--- config.mk ---
export PLATFORM = sky130hd
export DESIGN_NAME = data_memory_port_flat
export DESIGN_NICKNAME = d
export VERILOG_FILES = /design/src/rtl/data_memory_port_if.sv /design/src/rtl/data_memory_port.sv /design/src/flat_wrapper.sv
export SDC_FILE = /design/constraint.sdc
export NUM_CORES = 1
export LEC_CHECK = 0
export CAP_MARGIN = 20
export CORE_ASPECT_RATIO = 1.25
export CORE_MARGIN = 5
export CORE_UTILIZATION = 36
export CTS_BUF_LIST = sky130_fd_sc_hd__clkbuf_4 sky130_fd_sc_hd__clkbuf_8 sky130_fd_sc_hd__clkbuf_16
export CTS_CLUSTER_DIAMETER = 200
export DETAILED_ROUTE_END_ITERATION = 6
export PLACE_DENSITY = 0.61
export SLEW_MARGIN = 0
export SYNTH_ARGS = -nofsm -noshare
export SYNTH_HDL_FRONTEND = slang
export SYNTH_SLANG_ARGS = --single-unit
--- constraint.sdc ---
create_clock -name clk -period 5.8 [get_ports clk]
set_clock_uncertainty 0.05 [all_clocks]
set_input_delay 1.16 -clock clk [delete_from_list [all_inputs] [get_ports clk]]
set_output_delay 1.16 -clock clk [all_outputs]
set_load 0.005 [all_outputs]
--- src/rtl/data_memory_port_if.sv ---
// data_memory_port_if
//   Request/response bundle between the load-store queue and the data
//   memory port.
//   master : load-store queue side (drives requests and flush, sees ready/response)
//   slave  : data_memory_port side
//   Signals:
//     req_valid/req_ready  request handshake
//     req_write            1 = store, 0 = load
//     req_size             0 = byte, 1 = half, 2/3 = word
//     req_signed           sign-extend load result
//     req_addr             byte address
//     req_wdata            store data (low bytes used)
//     flush                abort a pending load
//     resp_valid           one-cycle completion pulse
//     resp_data            extended load data, 0 for stores
interface data_memory_port_if #(
  parameter int ADDR_WIDTH = 17
) ();
  logic                  req_valid;
  logic                  req_ready;
  logic                  req_write;
  logic [1:0]            req_size;
  logic                  req_signed;
  logic [ADDR_WIDTH-1:0] req_addr;
  logic [31:0]           req_wdata;
  logic                  flush;
  logic                  resp_valid;
  logic [31:0]           resp_data;

  modport master (
    output req_valid, req_write, req_size, req_signed, req_addr, req_wdata, flush,
    input  req_ready, resp_valid, resp_data
  );

  modport slave (
    input  req_valid, req_write, req_size, req_signed, req_addr, req_wdata, flush,
    output req_ready, resp_valid, resp_data
  );
endinterface

--- src/rtl/data_memory_port.sv ---
// data_memory_port
//   Single-outstanding load/store responder on RAM port b. Loads read a
//   128-bit line and extract/extend the addressed lane; stores read the
//   line, merge the new bytes and write the line back.
//   Ports:
//     clk      clock, rising edge
//     rst      asynchronous reset, active low
//     rdy      global enable; 0 freezes all state
//     bus      request/response interface (slave side)
//     dout_b   line read data, valid the cycle after addr_b
//     addr_b   registered line-aligned address
//     din_b    registered write line
//     we_b     write enable (gated by rdy)
module data_memory_port #(
  parameter int ADDR_WIDTH = 17,
  parameter int RAM_WIDTH  = 128
) (
  input  logic                  clk,
  input  logic                  rst,
  input  logic                  rdy,
  data_memory_port_if.slave     bus,
  input  logic [RAM_WIDTH-1:0]  dout_b,
  output logic [ADDR_WIDTH-1:0] addr_b,
  output logic [RAM_WIDTH-1:0]  din_b,
  output logic                  we_b
);

  localparam logic [1:0] IDLE    = 2'd0;
  localparam logic [1:0] RD_ADDR = 2'd1;
  localparam logic [1:0] RD_DATA = 2'd2;
  localparam logic [1:0] WR      = 2'd3;

  // Force the lane offset onto the natural boundary of the access size.
  function automatic logic [3:0] align_off(input logic [3:0] off, input logic [1:0] size);
    logic [3:0] res;
    case (size)
      2'd0:    res = off;
      2'd1:    res = {off[3:1], 1'b0};
      default: res = {off[3:2], 2'b00};
    endcase
    return res;
  endfunction

  // Pull the addressed lane out of a line and extend it to 32 bits.
  function automatic logic [31:0] extract_load(input logic [RAM_WIDTH-1:0] line,
                                               input logic [3:0] off,
                                               input logic [1:0] size,
                                               input logic sgn);
    logic [RAM_WIDTH-1:0] shifted;
    logic [31:0]          res;
    shifted = line >> {off, 3'b000};
    case (size)
      2'd0:    res = {{24{sgn & shifted[7]}}, shifted[7:0]};
      2'd1:    res = {{16{sgn & shifted[15]}}, shifted[15:0]};
      default: res = shifted[31:0];
    endcase
    return res;
  endfunction

  // Replace bytes off .. off+n-1 of a line with the low n bytes of wdata.
  function automatic logic [RAM_WIDTH-1:0] merge_store(input logic [RAM_WIDTH-1:0] line,
                                                       input logic [3:0] off,
                                                       input logic [1:0] size,
                                                       input logic [31:0] wdata);
    logic [RAM_WIDTH-1:0] res;
    logic [4:0]           rel;
    logic [4:0]           nbytes;
    case (size)
      2'd0:    nbytes = 5'd1;
      2'd1:    nbytes = 5'd2;
      default: nbytes = 5'd4;
    endcase
    res = line;
    for (int i = 0; i < RAM_WIDTH / 8; i++) begin
      // Bytes below off wrap to a large rel value and are left untouched.
      rel = 5'(i) - {1'b0, off};
      if (rel < nbytes) begin
        res[8*i +: 8] = wdata[{rel[1:0], 3'b000} +: 8];
      end else begin
        res[8*i +: 8] = line[8*i +: 8];
      end
    end
    return res;
  endfunction

  logic [1:0]            state_q, state_d;
  logic                  write_q, write_d;
  logic [1:0]            size_q, size_d;
  logic                  signed_q, signed_d;
  logic [3:0]            off_q, off_d;
  logic [31:0]           wdata_q, wdata_d;
  logic [ADDR_WIDTH-1:0] addr_q, addr_d;
  logic [RAM_WIDTH-1:0]  din_q, din_d;
  logic                  we_q, we_d;
  logic                  resp_valid_q, resp_valid_d;
  logic [31:0]           resp_data_q, resp_data_d;
  logic                  accept_s;

  // Flush in IDLE also blocks acceptance in the same cycle.
  assign accept_s = (state_q == IDLE) & rdy & ~bus.flush;

  // Next-state and datapath logic; everything holds while rdy is low.
  always_comb begin
    state_d      = state_q;
    write_d      = write_q;
    size_d       = size_q;
    signed_d     = signed_q;
    off_d        = off_q;
    wdata_d      = wdata_q;
    addr_d       = addr_q;
    din_d        = din_q;
    we_d         = we_q;
    resp_valid_d = resp_valid_q;
    resp_data_d  = resp_data_q;
    if (rdy) begin
      resp_valid_d = 1'b0;
      case (state_q)
        IDLE: begin
          if (bus.req_valid && accept_s) begin
            write_d  = bus.req_write;
            size_d   = bus.req_size;
            signed_d = bus.req_signed;
            off_d    = align_off(bus.req_addr[3:0], bus.req_size);
            wdata_d  = bus.req_wdata;
            addr_d   = {bus.req_addr[ADDR_WIDTH-1:4], 4'b0000};
            state_d  = RD_ADDR;
          end else begin
            state_d  = IDLE;
          end
        end
        RD_ADDR: begin
          if (bus.flush && !write_q) begin
            state_d = IDLE;
          end else begin
            state_d = RD_DATA;
          end
        end
        RD_DATA: begin
          if (write_q) begin
            din_d        = merge_store(dout_b, off_q, size_q, wdata_q);
            we_d         = 1'b1;
            resp_valid_d = 1'b1;
            resp_data_d  = 32'h0000_0000;
            state_d      = WR;
          end else if (bus.flush) begin
            state_d      = IDLE;
          end else begin
            resp_data_d  = extract_load(dout_b, off_q, size_q, signed_q);
            resp_valid_d = 1'b1;
            state_d      = IDLE;
          end
        end
        WR: begin
          we_d    = 1'b0;
          state_d = IDLE;
        end
        default: begin
          state_d = IDLE;
        end
      endcase
    end else begin
      state_d = state_q;
    end
  end

  // Register update with asynchronous active-low reset.
  always_ff @(posedge clk or negedge rst) begin
    if (!rst) begin
      state_q      <= IDLE;
      write_q      <= 1'b0;
      size_q       <= 2'd0;
      signed_q     <= 1'b0;
      off_q        <= 4'd0;
      wdata_q      <= 32'h0000_0000;
      addr_q       <= '0;
      din_q        <= '0;
      we_q         <= 1'b0;
      resp_valid_q <= 1'b0;
      resp_data_q  <= 32'h0000_0000;
    end else begin
      state_q      <= state_d;
      write_q      <= write_d;
      size_q       <= size_d;
      signed_q     <= signed_d;
      off_q        <= off_d;
      wdata_q      <= wdata_d;
      addr_q       <= addr_d;
      din_q        <= din_d;
      we_q         <= we_d;
      resp_valid_q <= resp_valid_d;
      resp_data_q  <= resp_data_d;
    end
  end

  // A pending pulse or write is held in its flop and only shows once rdy returns.
  assign bus.req_ready  = accept_s;
  assign bus.resp_valid = resp_valid_q & rdy;
  assign bus.resp_data  = resp_data_q;
  assign addr_b         = addr_q;
  assign din_b          = din_q;
  assign we_b           = we_q & rdy;

endmodule
--- src/flat_wrapper.sv ---
// flat-port wrapper written by rule: the top's interface ports become plain ports
module data_memory_port_flat 
#(
  parameter int ADDR_WIDTH = 17,
  parameter int RAM_WIDTH  = 128
)
  (clk, rst, rdy, dout_b, addr_b, din_b, we_b, bus_req_valid, bus_req_write, bus_req_size, bus_req_signed, bus_req_addr, bus_req_wdata, bus_flush, bus_req_ready, bus_resp_valid, bus_resp_data);
  data_memory_port_if #(.ADDR_WIDTH(ADDR_WIDTH)) bus_i ();
  input  logic clk;
  input  logic rst;
  input  logic rdy;
  input  logic [RAM_WIDTH-1:0] dout_b;
  output logic [ADDR_WIDTH-1:0] addr_b;
  output logic [RAM_WIDTH-1:0] din_b;
  output logic we_b;
  input wire logic [$bits(bus_i.req_valid)-1:0] bus_req_valid;
  input wire logic [$bits(bus_i.req_write)-1:0] bus_req_write;
  input wire logic [$bits(bus_i.req_size)-1:0] bus_req_size;
  input wire logic [$bits(bus_i.req_signed)-1:0] bus_req_signed;
  input wire logic [$bits(bus_i.req_addr)-1:0] bus_req_addr;
  input wire logic [$bits(bus_i.req_wdata)-1:0] bus_req_wdata;
  input wire logic [$bits(bus_i.flush)-1:0] bus_flush;
  output wire logic [$bits(bus_i.req_ready)-1:0] bus_req_ready;
  output wire logic [$bits(bus_i.resp_valid)-1:0] bus_resp_valid;
  output wire logic [$bits(bus_i.resp_data)-1:0] bus_resp_data;
  assign bus_i.req_valid = bus_req_valid;
  assign bus_i.req_write = bus_req_write;
  assign bus_i.req_size = bus_req_size;
  assign bus_i.req_signed = bus_req_signed;
  assign bus_i.req_addr = bus_req_addr;
  assign bus_i.req_wdata = bus_req_wdata;
  assign bus_i.flush = bus_flush;
  assign bus_req_ready = bus_i.req_ready;
  assign bus_resp_valid = bus_i.resp_valid;
  assign bus_resp_data = bus_i.resp_data;
  data_memory_port #(.ADDR_WIDTH(ADDR_WIDTH), .RAM_WIDTH(RAM_WIDTH)) u_core (.clk(clk), .rst(rst), .rdy(rdy), .bus(bus_i), .dout_b(dout_b), .addr_b(addr_b), .din_b(din_b), .we_b(we_b));
endmodule
After elaboration in Yosys (flattened, before gate mapping)

Cells that the tools add are included.

$add $sub $neg: 16
Order comparisons: 16
Equal/unequal tests: 7
Shifts and indexed selects: 17
Muxes and demuxes: 33
Bitwise logic cells: 7
Reductions and logical operators: 11

Operators with widths:

| kind                  | count |
|---|---|
| $shiftx A32 B6 Y8     | 16 |
| $mux W8               | 16 |
| $shr A128 B7 Y32      | 1 |
| $lt A5 B5 Y1          | 16 |
| $mux W32              | 2 |
| $pmux W32 S2          | 1 |
| $sub A4 B4 Y5 const A | 8 |
| $sub A3 B4 Y5 const A | 4 |
| $mux W5               | 3 |
| $reduce_and A3 Y1     | 4 |
| $sub A1 B4 Y5 const A | 2 |
| $sub A2 B4 Y5 const A | 2 |
| $pmux W2 S4           | 1 |
| $and A1 B1 Y1         | 6 |
| $eq A2 B1 Y1 const B  | 3 |
| $logic_not A2 Y1      | 3 |
| $pmux W3 S2           | 1 |
| $mux W1               | 5 |
| $eq A2 B2 Y1 const B  | 2 |
| $mux W2               | 2 |
| $ne A2 B1 Y1 const B  | 2 |
| $pmux W2 S2           | 1 |
| $logic_and A1 B1 Y1   | 2 |
| $pmux W1 S2           | 1 |
| other kinds (3)       | 3 |

Register bits: 217
Input port bits: 186
Output and inout port bits: 180
Logic and storage cells: 118

Depth between registers and ports, before layout

Depth in word-level cells: 7
Mapped depth: 17
Gate-level depth less buffers: 9

Worst setup path before layout

No wires, ideal clock.

Kind: register to register
Start: reg u_core.off_q[0]
End: reg u_core.din_q[16] (netlist: u_core.din_b[16])
Setup time: 129 ps
Arrival time: 4,014 ps
Required time: 5,621 ps
Setup slack: 1,607 ps
Cell stages (with the launch flop): 18
Buffers on the path: 8
Clock period less this slack: 4,193 ps
Cell sequence: dfrtp_1 > buf_6 > buf_6 > buf_6 > buf_4 > buf_4 > buf_4 > inv_1 > ha_1 > clkbuf_1 > clkbuf_1 > inv_1 > ha_1 > o31a_1 > or2_1 > maj3_1 > o211ai_1 > nand3_1

Word-level cells in the longest chain between the ends: 3
Elaborated cells between the ends (all ways): 4
Those cells by class: 1 x add/sub; 1 x order compare; 1 x shift; 1 x mux

Ends and longest elaborated chain:

| what                                              | RTL line                                       | source |
|---|---|---|
| from (decl)                                       | data_memory_port.sv:90                         | `logic [3:0] off_q, off_d;` |
| from (signal assigned)                            | data_memory_port.sv:173                        | `off_q <= 4'd0;` |
| from (signal assigned)                            | data_memory_port.sv:185                        | `off_q <= off_d;` |
| $sub A2 B4 Y5 *                                   | data_memory_port.sv:76                         | `rel = 5'(i) - {1'b0, off};` |
| $shiftx A32 B6 Y8 or $lt A5 B5 Y1 (tied branches) | data_memory_port.sv:78, data_memory_port.sv:77 |  |
| $mux W8 *                                         | data_memory_port.sv:77                         | `if (rel < nbytes) begin` |
| to (signal assigned)                              | data_memory_port.sv:188                        | `din_q <= din_d;` |
| to (decl)                                         | data_memory_port.sv:93                         | `logic [RAM_WIDTH-1:0] din_q, din_d;` |

Every way passes the cells marked *; elsewhere a longest branch is shown, timed or not.
A chain may end at the register's enable or synchronous reset.

Worst setup path in the final report

Start: in rdy
End: out bus_req_ready

Word-level cells in the longest chain between the ends: 2

Ends and longest elaborated chain:

| what                       | RTL line                | source |
|---|---|---|
| from (decl)                | flat_wrapper.sv:11      | `input logic rdy;` |
| $and A1 B1 Y1 (2 in a row) | data_memory_port.sv:100 | `assign accept_s = (state_q == IDLE) & rdy & ~bus.flush;` |
| to (decl)                  | flat_wrapper.sv:23      | `output wire logic [$bits(bus_i.req_ready)-1:0] bus_req_ready;` |

Every way passes these cells.

==> reports/results.tsv <==
stage	metric	value	unit
sta	rsz0062_at_grt	false	
worst_hold_path	hold_class	reg -> reg	
layout	final_nets	1805	
drt	drc	0	
grt	grt_max_degree	126	
drt	totalWireLength	62.9	mm
critical_path	max_stage_delay	0.69	ns
floorplan	die_h	235	um
synthesis	synthXorXnorAreaFrac	0.00301	
layout	drive_above_1_share	0.156	
synthesis	synth_flop_cell	dfrtp_1	
cts	cts_num_sinks	217	
synthesis	syn_area	0.0145	mm^2
drt	vias_per_cell	6.05	
placed_design	gp_congestion	0.962	
sta	min_period_over_period	0.704	
placed_design	io_buffers	361	
cts	clk_path_buf_depth	3	
sta	finalHoldViolCount	0	
synthesis	synth_edf_count	0	
cts	clk_latency	0.55	ns
synthesis	synth-adder-area-share	0.0226	
critical_path	crit_required	4.59	ns
critical_path	worstSetupStartpointType	input port	
floorplan	die-area	0.0445	mm^2
cts	numCtsBuffers	25	
layout	fillCellCount	3683	
critical_path	end_kind	output pin	
sta	finalSetupViolCount	0	
layout	fin_area	0.0193	mm^2
floorplan	num_io_pins	366	
cts	h-tree-depth	1	
grt	gr-total-overflow	0	
sta	slew_headroom	0.225	
power_and_ir_drop	p_per_area	584	mW/mm^2
sta	tightest_slew	1.16	ns
cts	cts_tree	done	
floorplan	core-area	0.0400	mm^2
synthesis	synth.mux.area_fraction	0.334	
grt	grt_pass1_wl	90.6	mm
sta	tns	0	ns
floorplan	die_x	190	um
grt	grt_pass1_vias	12725	
synthesis	synth_compound_area_frac	0.136	
critical_path	critPathKind	in -> out	
critical_path	crit_start	rdy	
critical_path	path_max_fanout	12	
cts	cts_setup_buffers	0	
layout	syn_to_final_growth	33.1	%
power_and_ir_drop	vdd_ir_drop_max	275	uV
critical_path	crit_top_cell	clkdlybuf4s50_1	
floorplan	initial_utilization	0.363	
sta	period_minus_slack	4.08	ns
critical_path	slowest_stage	clkdlybuf4s50_1	
synthesis	ys.warnings.count	0	
critical_path	critPathArrivalTime	2.87	ns
cts	ctsResizeCount	0	
cts	ctsRootBufferMaster	clkbuf_16	
cts	cts_hold_buf	0	
synthesis	synth_top_family_by_area	multiplexers	
run_status	status	complete, no violations	
drt	routedWlPerCell	29.7	um
critical_path	r2r_start	u_core.off_q[0]$_DFFE_PN0P_	
synthesis	synth_cells	1292	
grt	antenna_found_initial	6	
placed_design	place_area	0.0185	mm^2
drt	vias	12828	
synthesis	async_flop_share	1.00	
sta	fmax	245	MHz
floorplan	rows	82	
worst_hold_path	whs_path_depth	2	
critical_path	path_cells	clkdlybuf4s50_1 > nor4b_1 > clkdlybuf4s50_1	
cts	clk_pin_slew_worst_paths	0.06	ns
drt	first_pass_iters	5	
drt	antenna_left	0	
sta	slew_violations	0	
drt	drt_iter0_drc	1233	
power_and_ir_drop	leakage	7.77	nW
worst_hold_path	hp-start	u_core.bus.resp_data[7]$_DFFE_PN0P_	
synthesis	synth_area_per_cell	11.2	um^2
synthesis	ys_seq_area_frac	0.374	
synthesis	synth-simple-area-share	0.0893	
flow_run	maxCapViolations	0	
synthesis	synth_cell_types	68	
grt	grt_use_total	0.273	
critical_path	ff2ff_path_depth	9	
synthesis	ys_ff_latch	217	
placed_design	hpwlAfterDp	48.8	mm
## worst paths after layout
kind	to	slack [ns]
min	u_core.bus.resp_data[7]$_DFFE_PN0P_	0.43
max in group asynchronous	u_core.din_b[58]$_DFFE_PN0P_	3.93
min in group asynchronous	u_core.we_q$_DFFE_PN0P_	0.66
max reg2reg	u_core.din_b[97]$_DFFE_PN0P_	2.02
max	bus_req_ready	1.72
min reg2reg	u_core.bus.resp_data[7]$_DFFE_PN0P_	0.43
## cell type report
type / count / area [um^2] / share of cell area
Timing Repair Buffer: 381 / 3790 / 0.196
Clock inverter: 9 / 105 / 0.00544
Tap cell: 504 / 631 / 0.0326
Inverter: 19 / 71.3 / 0.00369
Sequential cell: 217 / 5440 / 0.281
Antenna cell: 4 / 10.0 / 0.000518
Multi-Input combinational cell: 952 / 8550 / 0.442
Clock buffer: 34 / 737 / 0.0381
## logic make-up after synthesis
logic type               count (synthesis)
flip-flops                             217
adder cells (fa/ha/maj)                 27
AND/OR/NAND/NOR                        281
AO/OA/AOI/OAI                          299
multiplexers                           336
buffers and inverters                  126
other                                    1
XOR/XNOR                                 5
## cells in the mapped netlist, types with 7 or more instances
library cell | count | area share
dfrtp_1 | 217 | 0.37
mux2i_1 | 167 | 0.12
nand2_1 | 141 | 0.036
o21ai_1 | 112 | 0.039
mux4_2 | 110 | 0.17
clkbuf_1 | 62 | 0.016
mux2_2 | 53 | 0.041
nand3_1 | 41 | 0.014
nor2_1 | 36 | 0.0093
o21ai_0 | 35 | 0.012
a31oi_1 | 31 | 0.013
ha_1 | 23 | 0.020
nor2b_1 | 21 | 0.0090
buf_2 | 19 | 0.0065
a21oi_1 | 17 | 0.0059
inv_1 | 17 | 0.0044
a32o_1 | 16 | 0.011
o211ai_1 | 14 | 0.0072
buf_4 | 13 | 0.0067
a211oi_1 | 11 | 0.0057
a211o_1 | 8 | 0.0048
a22o_1 | 8 | 0.0048
nand4_1 | 8 | 0.0034
buf_1 | 7 | 0.0018
o2bb2ai_1 | 7 | 0.0042
## metrics by stage
stage	util	cells	setup slack, ns	power, mW	hold WS (ns)
final	0.483	2120	1.72	11.3	0.431
after floorplan	-	1295	1.61	6.51	0.423
after CTS	0.483	2116	1.69	11.3	0.438
after global placement	0.462	2073	1.68	9.47	0.414
after global routing	0.483	2120	1.61	11.8	0.458
after detailed placement	0.462	2073	1.69	9.56	0.424
## where the power goes
part,total [mW],leakage (nW),internal (mW),switching (mW)
Clock,1.66,0.420,0.974,0.682
Sequential,2.84,2.70,2.22,0.622
Combinational,6.79,4.65,3.11,3.68
Total,11.3,7.77,6.30,4.98
## critical path: cells and delay by family
kind	cells	cell delay (ns)
simple gates	1	0.43
buf+inv	2	1.28
## registers in the layout, summed over array words and instances (netlist names)
register	count
u_core.din_b	128
u_core.bus.resp_data	32
u_core.wdata_q	32
u_core.addr_b	13
u_core.off_q	4
u_core.size_q	2
u_core.state_q	2
u_core.resp_valid_q	1
u_core.signed_q	1
u_core.we_q	1
u_core.write_q	1
## placed cells by master (no fill, tap or decap), types with 7 or more instances in the layout
cell / netlist / layout
o2bb2ai_1: 7 / 7
mux4_2: 110 / 110
clkbuf_8: 0 / 7
nor2b_1: 21 / 21
nand4_1: 8 / 8
a32o_1: 16 / 16
clkbuf_16: 0 / 25
a21oi_1: 17 / 17
o21ai_0: 35 / 35
mux2i_1: 167 / 167
nor2_1: 36 / 36
ha_1: 23 / 23
o211ai_1: 14 / 14
mux2_2: 53 / 53
inv_1: 17 / 17
a211oi_1: 11 / 11
buf_4: 13 / 18
clkdlybuf4s50_1: 0 / 360
a211o_1: 8 / 8
nand3_1: 41 / 40
a22o_1: 8 / 8
a31oi_1: 31 / 31
o21ai_1: 112 / 112
nand2_1: 141 / 140
dfrtp_1: 217 / 214
## layer usage
layer  part of all wire  track usage
met1               0.40        0.361
met2               0.46        0.428
met3              0.076       0.0481
met4              0.062        0.147
met5            0.00043            0
Power figures use the tool's default switching activity.
==> edit 1: new RTL, same flow settings <==
`ADDR_WIDTH` is set to 17 in 3 places; all go to 15.
--- a/src/rtl/data_memory_port_if.sv
+++ b/src/rtl/data_memory_port_if.sv
@@ -14,7 +14,7 @@
 //     resp_valid           one-cycle completion pulse
 //     resp_data            extended load data, 0 for stores
 interface data_memory_port_if #(
-  parameter int ADDR_WIDTH = 17
+  parameter int ADDR_WIDTH = 15
 ) ();
   logic                  req_valid;
   logic                  req_ready;
--- a/src/rtl/data_memory_port.sv
+++ b/src/rtl/data_memory_port.sv
@@ -12,7 +12,7 @@
 //     din_b    registered write line
 //     we_b     write enable (gated by rdy)
 module data_memory_port #(
-  parameter int ADDR_WIDTH = 17,
+  parameter int ADDR_WIDTH = 15,
   parameter int RAM_WIDTH  = 128
 ) (
   input  logic                  clk,
--- a/src/flat_wrapper.sv
+++ b/src/flat_wrapper.sv
@@ -1,7 +1,7 @@
 // flat-port wrapper written by rule: the top's interface ports become plain ports
 module data_memory_port_flat 
 #(
-  parameter int ADDR_WIDTH = 17,
+  parameter int ADDR_WIDTH = 15,
   parameter int RAM_WIDTH  = 128
 )
   (clk, rst, rdy, dout_b, addr_b, din_b, we_b, bus_req_valid, bus_req_write, bus_req_size, bus_req_signed, bus_req_addr, bus_req_wdata, bus_flush, bus_req_ready, bus_resp_valid, bus_resp_data);
Interface: changed (resized addr_b and bus_req_addr); port bits go from 366 to 362. The function was not compared with the original's and may differ.
==> edit 1 against the original RTL <==
Setup slack improved by 48 ps; largest power group unchanged; critical path type unchanged; routed wire length increased by 1.9%; synthesized area decreased by 0.37%; combinational power increased by 2%; cell area decreased by 0.37%; sequential cell count decreased by 2; cell count increased by 0.61%; sequential share of layout area decreased by 0.16 points; total power increased by 2.2%.
==> edit 1: results (changes against the original RTL) <==
* Max clock buf depth at 3 (unchanged)
* Port Buf Inserts at 357 (-1.1%)
* Post-CTS Resized at 0 (unchanged)
* Post-CTS setup buffers at 0 (unchanged)
* Max reg flops at 128 (unchanged)
* Yosys warnings at 0 (unchanged)
* Synth cell types at 74 (+8.8%)
* GPL Wtd Cong at 0.998 (+3.7%)
* Synth async-reset ratio at 1.00 (unchanged)
* Met3 usage at 0.0563 (+0.00818)
* GRT Util Overall at 0.281 (+0.00751)
* M2 GR Usage at 0.455 (+0.0269)
* Antenna violations before repair at 2 (-4)
* Largest fanout on the critical path at 11 (-1)
* First-pass GRT wire length at 91800 microns (+1.3%)
* Clk Latency, worst-skew pair at 560 ps
* Final Util at 0.483 (-0.000545)
* Via count of the routed design at 13000 (+1.0%)
* CTS clk-pin slew, worst paths at 60 ps (about the same)
* WL met2 at 30100 microns (+3.4%)
* Hold path cells at 2 (unchanged)
* DRT met1 WL at 24600 microns (-2.0%)
* Fin nets at 1817 (+0.66%)
* Post-synthesis cell count at 1310 (+1.4%)
* Post-synth top cells: 215 x dfrtp_1, 169 x nand2_1, 155 x mux2i_1
* Non-Filler Instances at 2133 (+0.61%)
* Max Used Layer: met5
* Global routing usage on met1 at 0.360 (about the same)
* Post-DP HPWL at 49600 microns (+1.7%)
* Worst-margin pin slew at 1120 ps (-46.6 ps)
* R2r worst-path depth at 6 (-3)
* Crit path max-delay family: buffers and inverters
* Post-Synth XOR/XNOR Area at 0.00302 (+0.0000112)
* Status: finished, final reports clean
* Worst path arrival time at 2820 ps (-50 ps)
* Compound-Gate Fraction of Synth Area at 0.146 (+0.00975)
* TritonRoute pass-1 iters at 6 (+1)
* LEAKAGE at 7.72 nW (-0.63%)
* Routed length on met3 at 5660 microns (+18%)
* Largest family of logic cells by synthesized area: multiplexers
* RR Startpoint: u_core.off_q[0]
* Peak VDD IR at 0.326 mV (+19%)
* Worst R2R Setup Slack at 1930 ps (-90 ps)
* Worst Hold End: u_core.din_b[119]
* Post-synthesis sequential area ratio at 0.372 (-0.00207)
* Pin count of the biggest net entering global routing at 138 (+9.5%)
* Drt initial violations at 1401 (+14%)
* Post-Synth Adder-Cell Area at 0.0199 (-0.00268)
* Layout cells sized above 1 at 0.158 (+0.00153)
* RR Endpoint: u_core.bus.resp_data[17]
* Fillers at 3680 (-0.081%)
* Worst path max stage delay at 630 ps (-60 ps)
* HP Start: u_core.din_b[119]
* WL final at 64100 microns (+1.9%)
* Multiplexer share of the synthesized area at 0.324 (-0.0102)
* Dominant cells by area after synthesis: dfrtp_1 37%, mux4_2 18%, mux2i_1 11%, nand2_1 4.4%, o21ai_1 4.0%
* Worst hold slack at 433 ps (+2.17 ps)
[edit 1: cell count changes after synthesis, moves of 5 or more]
cell	unedited run	this run
a2111oi_0	0	9
a211o_1	8	1
a21oi_1	17	35
a22o_1	8	19
a31oi_1	31	25
and2_0	0	5
mux2i_1	167	155
nand2_1	141	169
nand3_1	41	23
nor2_1	36	48
o211ai_1	14	7
o21ai_0	35	29
o2bb2ai_1	7	0
o311ai_1	0	5
[edit 1: cell type report]
cell class,count,area [sq um],share of cell area
antenna,1,2.50,0.000130
clock buffer,30,682,0.0354
clock inverter,15,200,0.0104
inverter,17,66.3,0.00344
multi-input combinational,974,8530,0.443
sequential,215,5390,0.280
tap,504,631,0.0327
timing repair buffer,377,3760,0.195
[edit 1: how the worst max path moves through the flow]
stage,from,to,slack [ps],cells past startpoint
5_1_grt,rdy,bus_req_ready,1670,3
3_5_place_dp,rdy,bus_req_ready,1750,3
2_1_floorplan,u_core.off_q[0],u_core.din_b[16],1560,17
6_report,rdy,bus_req_ready,1770,3
4_1_cts,rdy,bus_req_ready,1740,3
3_3_place_gp,rdy,bus_req_ready,1760,3
[edit 1: where the power goes]
group | total (mW) | internal [mW] | switching [mW]
sequential | 2.91 | 2.21 | 0.692
clock | 1.71 | 1.02 | 0.689
combinational | 6.91 | 3.14 | 3.77
total | 11.5 | 6.38 | 5.15
[edit 1: stage by stage]
| step | cell area (sq um) | setup slack (ps) |
|---|---|---|
| final | 19300 | 1770 |
| after global routing | 19300 | 1670 |
| after CTS | 19200 | 1740 |
| after detailed placement | 18400 | 1750 |
| after global placement | 18400 | 1760 |
| after floorplan | 14500 | 1560 |
[edit 1: worst register-to-register path, delay by kind of cell, from the launching register on]
kind	cells	cell delay, ps
and+or+nand+nor	1	350
AOI/OAI and AO/OA	2	940
buffers and inverters	1	710
DFF	1	860
muxes	2	850
==> edit 2: new RTL, config.mk and constraints unchanged <==
Made on the original files. Take the reset off `din_q` and load it in a clocked block of its own.
--- a/src/rtl/data_memory_port.sv
+++ b/src/rtl/data_memory_port.sv
@@ -173,7 +173,6 @@
       off_q        <= 4'd0;
       wdata_q      <= 32'h0000_0000;
       addr_q       <= '0;
-      din_q        <= '0;
       we_q         <= 1'b0;
       resp_valid_q <= 1'b0;
       resp_data_q  <= 32'h0000_0000;
@@ -185,11 +184,14 @@
       off_q        <= off_d;
       wdata_q      <= wdata_d;
       addr_q       <= addr_d;
-      din_q        <= din_d;
       we_q         <= we_d;
       resp_valid_q <= resp_valid_d;
       resp_data_q  <= resp_data_d;
     end
+  end
+
+  always_ff @(posedge clk) begin
+    din_q <= din_d;
   end
 
   // A pending pulse or write is held in its flop and only shows once rdy returns.
Formal check against the unedited RTL: differs if rst is asserted again (counterexample within 4 cycles, from zero or initial values and one cycle with rst low); with rst held inactive, the same outputs for 4 cycles.
==> edit 2 against the original RTL <==
Synthesized area down 1.6%; hold slack worse by 0.79 ps; cell area down 0.87%; routed wire length down 11%; sequential power down 9.5%; fmax down 5.6%; setup slack worse by 240 ps; sequential cell count unchanged; count of clock-buffer cells in the layout up 6; synthesized cell count down 21%; total power down 15%; largest cell class unchanged; largest power group unchanged.
==> edit 2: results (changes against the original RTL) <==
* Setup CP Type: register to register
* Synth async-reset ratio at 0.410 (-0.590)
* Yosys warnings at 0 (unchanged)
* Synth cell types at 67 (-1.5%)
* PnR worst setup slack at 1480 ps (-242 ps)
* Post-DP HPWL at 40800 microns (-16%)
* Post-synthesis sequential area ratio at 0.424 (+0.0508)
* Worst hold slack at 430 ps (-0.793 ps)
* Max clock buf depth at 3 (unchanged)
* Worst path max stage delay at 1050 ps (+360 ps)
* Global routing usage on met1 at 0.303 (-0.0574)
* GPL Wtd Cong at 0.881 (-8.4%)
* Crit path max-delay family: compound AO/OA/AOI/OAI gates
* Status: finished, final reports clean
* Max reg flops at 128 (unchanged)
* Layout cells sized above 1 at 0.294 (+0.137)
* Hold crit path type: register to register
* Peak VDD IR at 0.285 mV (+3.8%)
* RR Endpoint: u_core.din_b[82]
* Antenna violations before repair at 2 (-4)
* Port Buf Inserts at 361 (unchanged)
* Final Util at 0.489 (+0.00548)
* Worst Hold End: u_core.bus.resp_data[7]
* Dominant cells by area after synthesis: edfxtp_1 27%, mux4_2 19%, dfrtp_1 16%, mux2_2 15%, mux2i_1 2.1%
* Fin nets at 1563 (-13%)
* Depth of the CTS H-tree at 1 (unchanged)
* Fillers at 3425 (-7.0%)
* Post-synth top cells: 191 x mux2_2, 128 x edfxtp_1, 121 x mux4_2
* GRT Util Overall at 0.246 (-0.0268)
* Root Driver: clkbuf_16
* TritonRoute pass-1 iters at 5 (unchanged)
* Via count of the routed design at 11200 (-13%)
* Ys flop type: edfxtp_1
* Worst R2R Setup Slack at 1480 ps (-540 ps)
* Met3 usage at 0.0650 (+0.0169)
* R2r worst-path depth at 8 (-1)
* Hold path cells at 2 (unchanged)
* TritonCTS Buffers at 26 (+4.0%)
* Number of flops mapped to enable cells by yosys at 128 (+128)
* Slowest cell on crit path: dfrtp_4
* Worst setup path startpoint: u_core.off_q[0]
* Pin count of the biggest net entering global routing at 96 (-24%)
* M2 GR Usage at 0.411 (-0.0175)
* Area after DPL at 0.0183 sq mm (-0.99%)
* Drt initial violations at 1065 (-14%)
* Worst-margin pin slew at 1110 ps (-49.2 ps)
* LEAKAGE at 6.80 nW (-12%)
* Clk Latency, worst-skew pair at 550 ps (about the same)
* WL per Instance at 29.7 microns (+0.20%)
* First-pass GRT wire length at 80100 microns (-12%)
* HP Start: u_core.bus.resp_data[7]
* Post-CTS setup buffers at 0 (unchanged)
* Post-CTS Resized at 0 (unchanged)
* Largest fanout on the critical path at 65 (+53)
* Worst path arrival time at 4560 ps (+1690 ps)
* CTS clk-pin slew, worst paths at 60 ps (about the same)
-- edit 2: cell types whose count changed after synthesis, moves of 19 or more --
cell	change
edfxtp_1	+128
mux2i_1	-137
nand2_1	-82
nor2_1	-22
a22oi_1	+19
o21ai_1	-112
nand3_1	-26
a31oi_1	-25
dfrtp_1	-128
mux2_2	+138
clkbuf_1	-32
-- edit 2: power breakdown --
group | switching (mW) | internal (mW)
Sequential | 0.402 | 2.17
Combinational | 2.79 | 2.55
Clock | 0.682 | 0.994
-- edit 2: area by class of cell --
type,count,share of cell area
diodes,2,0.000261
clock buffers,40,0.0420
clock inverters,7,0.00307
inverters,15,0.00294
multi-input cells,712,0.405
flip-flops and latches,217,0.317
well taps,498,0.0325
repair buffers,382,0.197
-- edit 2: worst min-delay path: stages, from the launching register on --
cell and delay, ps:
dfrtp_1 340, nand2_1 40, o21ai_0 60
-- edit 2: cell families after synthesis --
| logic type | synth area share |
|---|---|
| muxes | 0.374 |
| DFF | 0.424 |
| AOI/OAI and AO/OA | 0.0854 |
| and+or+nand+nor | 0.0559 |
| buffers and inverters | 0.0350 |
| adders and majority gates | 0.0201 |
| xor gates and xnor gates | 0.00490 |
| other | 0.000262 |
-- edit 2: stage by stage --
| stage | total power, mW | cells |
|---|---|---|
| 5_1_grt | 10.1 | 1873 |
| 3_5_place_dp | 7.88 | 1824 |
| 6_report | 9.59 | 1873 |
| 2_1_floorplan | 5.88 | 1028 |
| 4_1_cts | 9.58 | 1871 |
| 3_3_place_gp | 7.80 | 1823 |
-- edit 2: layer usage --
metal / share of wire / up-vias / routed length (microns)
li1: - / 4790 / -
met1: 0.37 / 5725 / 20700
met2: 0.49 / 586 / 27500
met3: 0.089 / 105 / 4940
met4: 0.046 / 0 / 2570
met5: 0 / - / 0
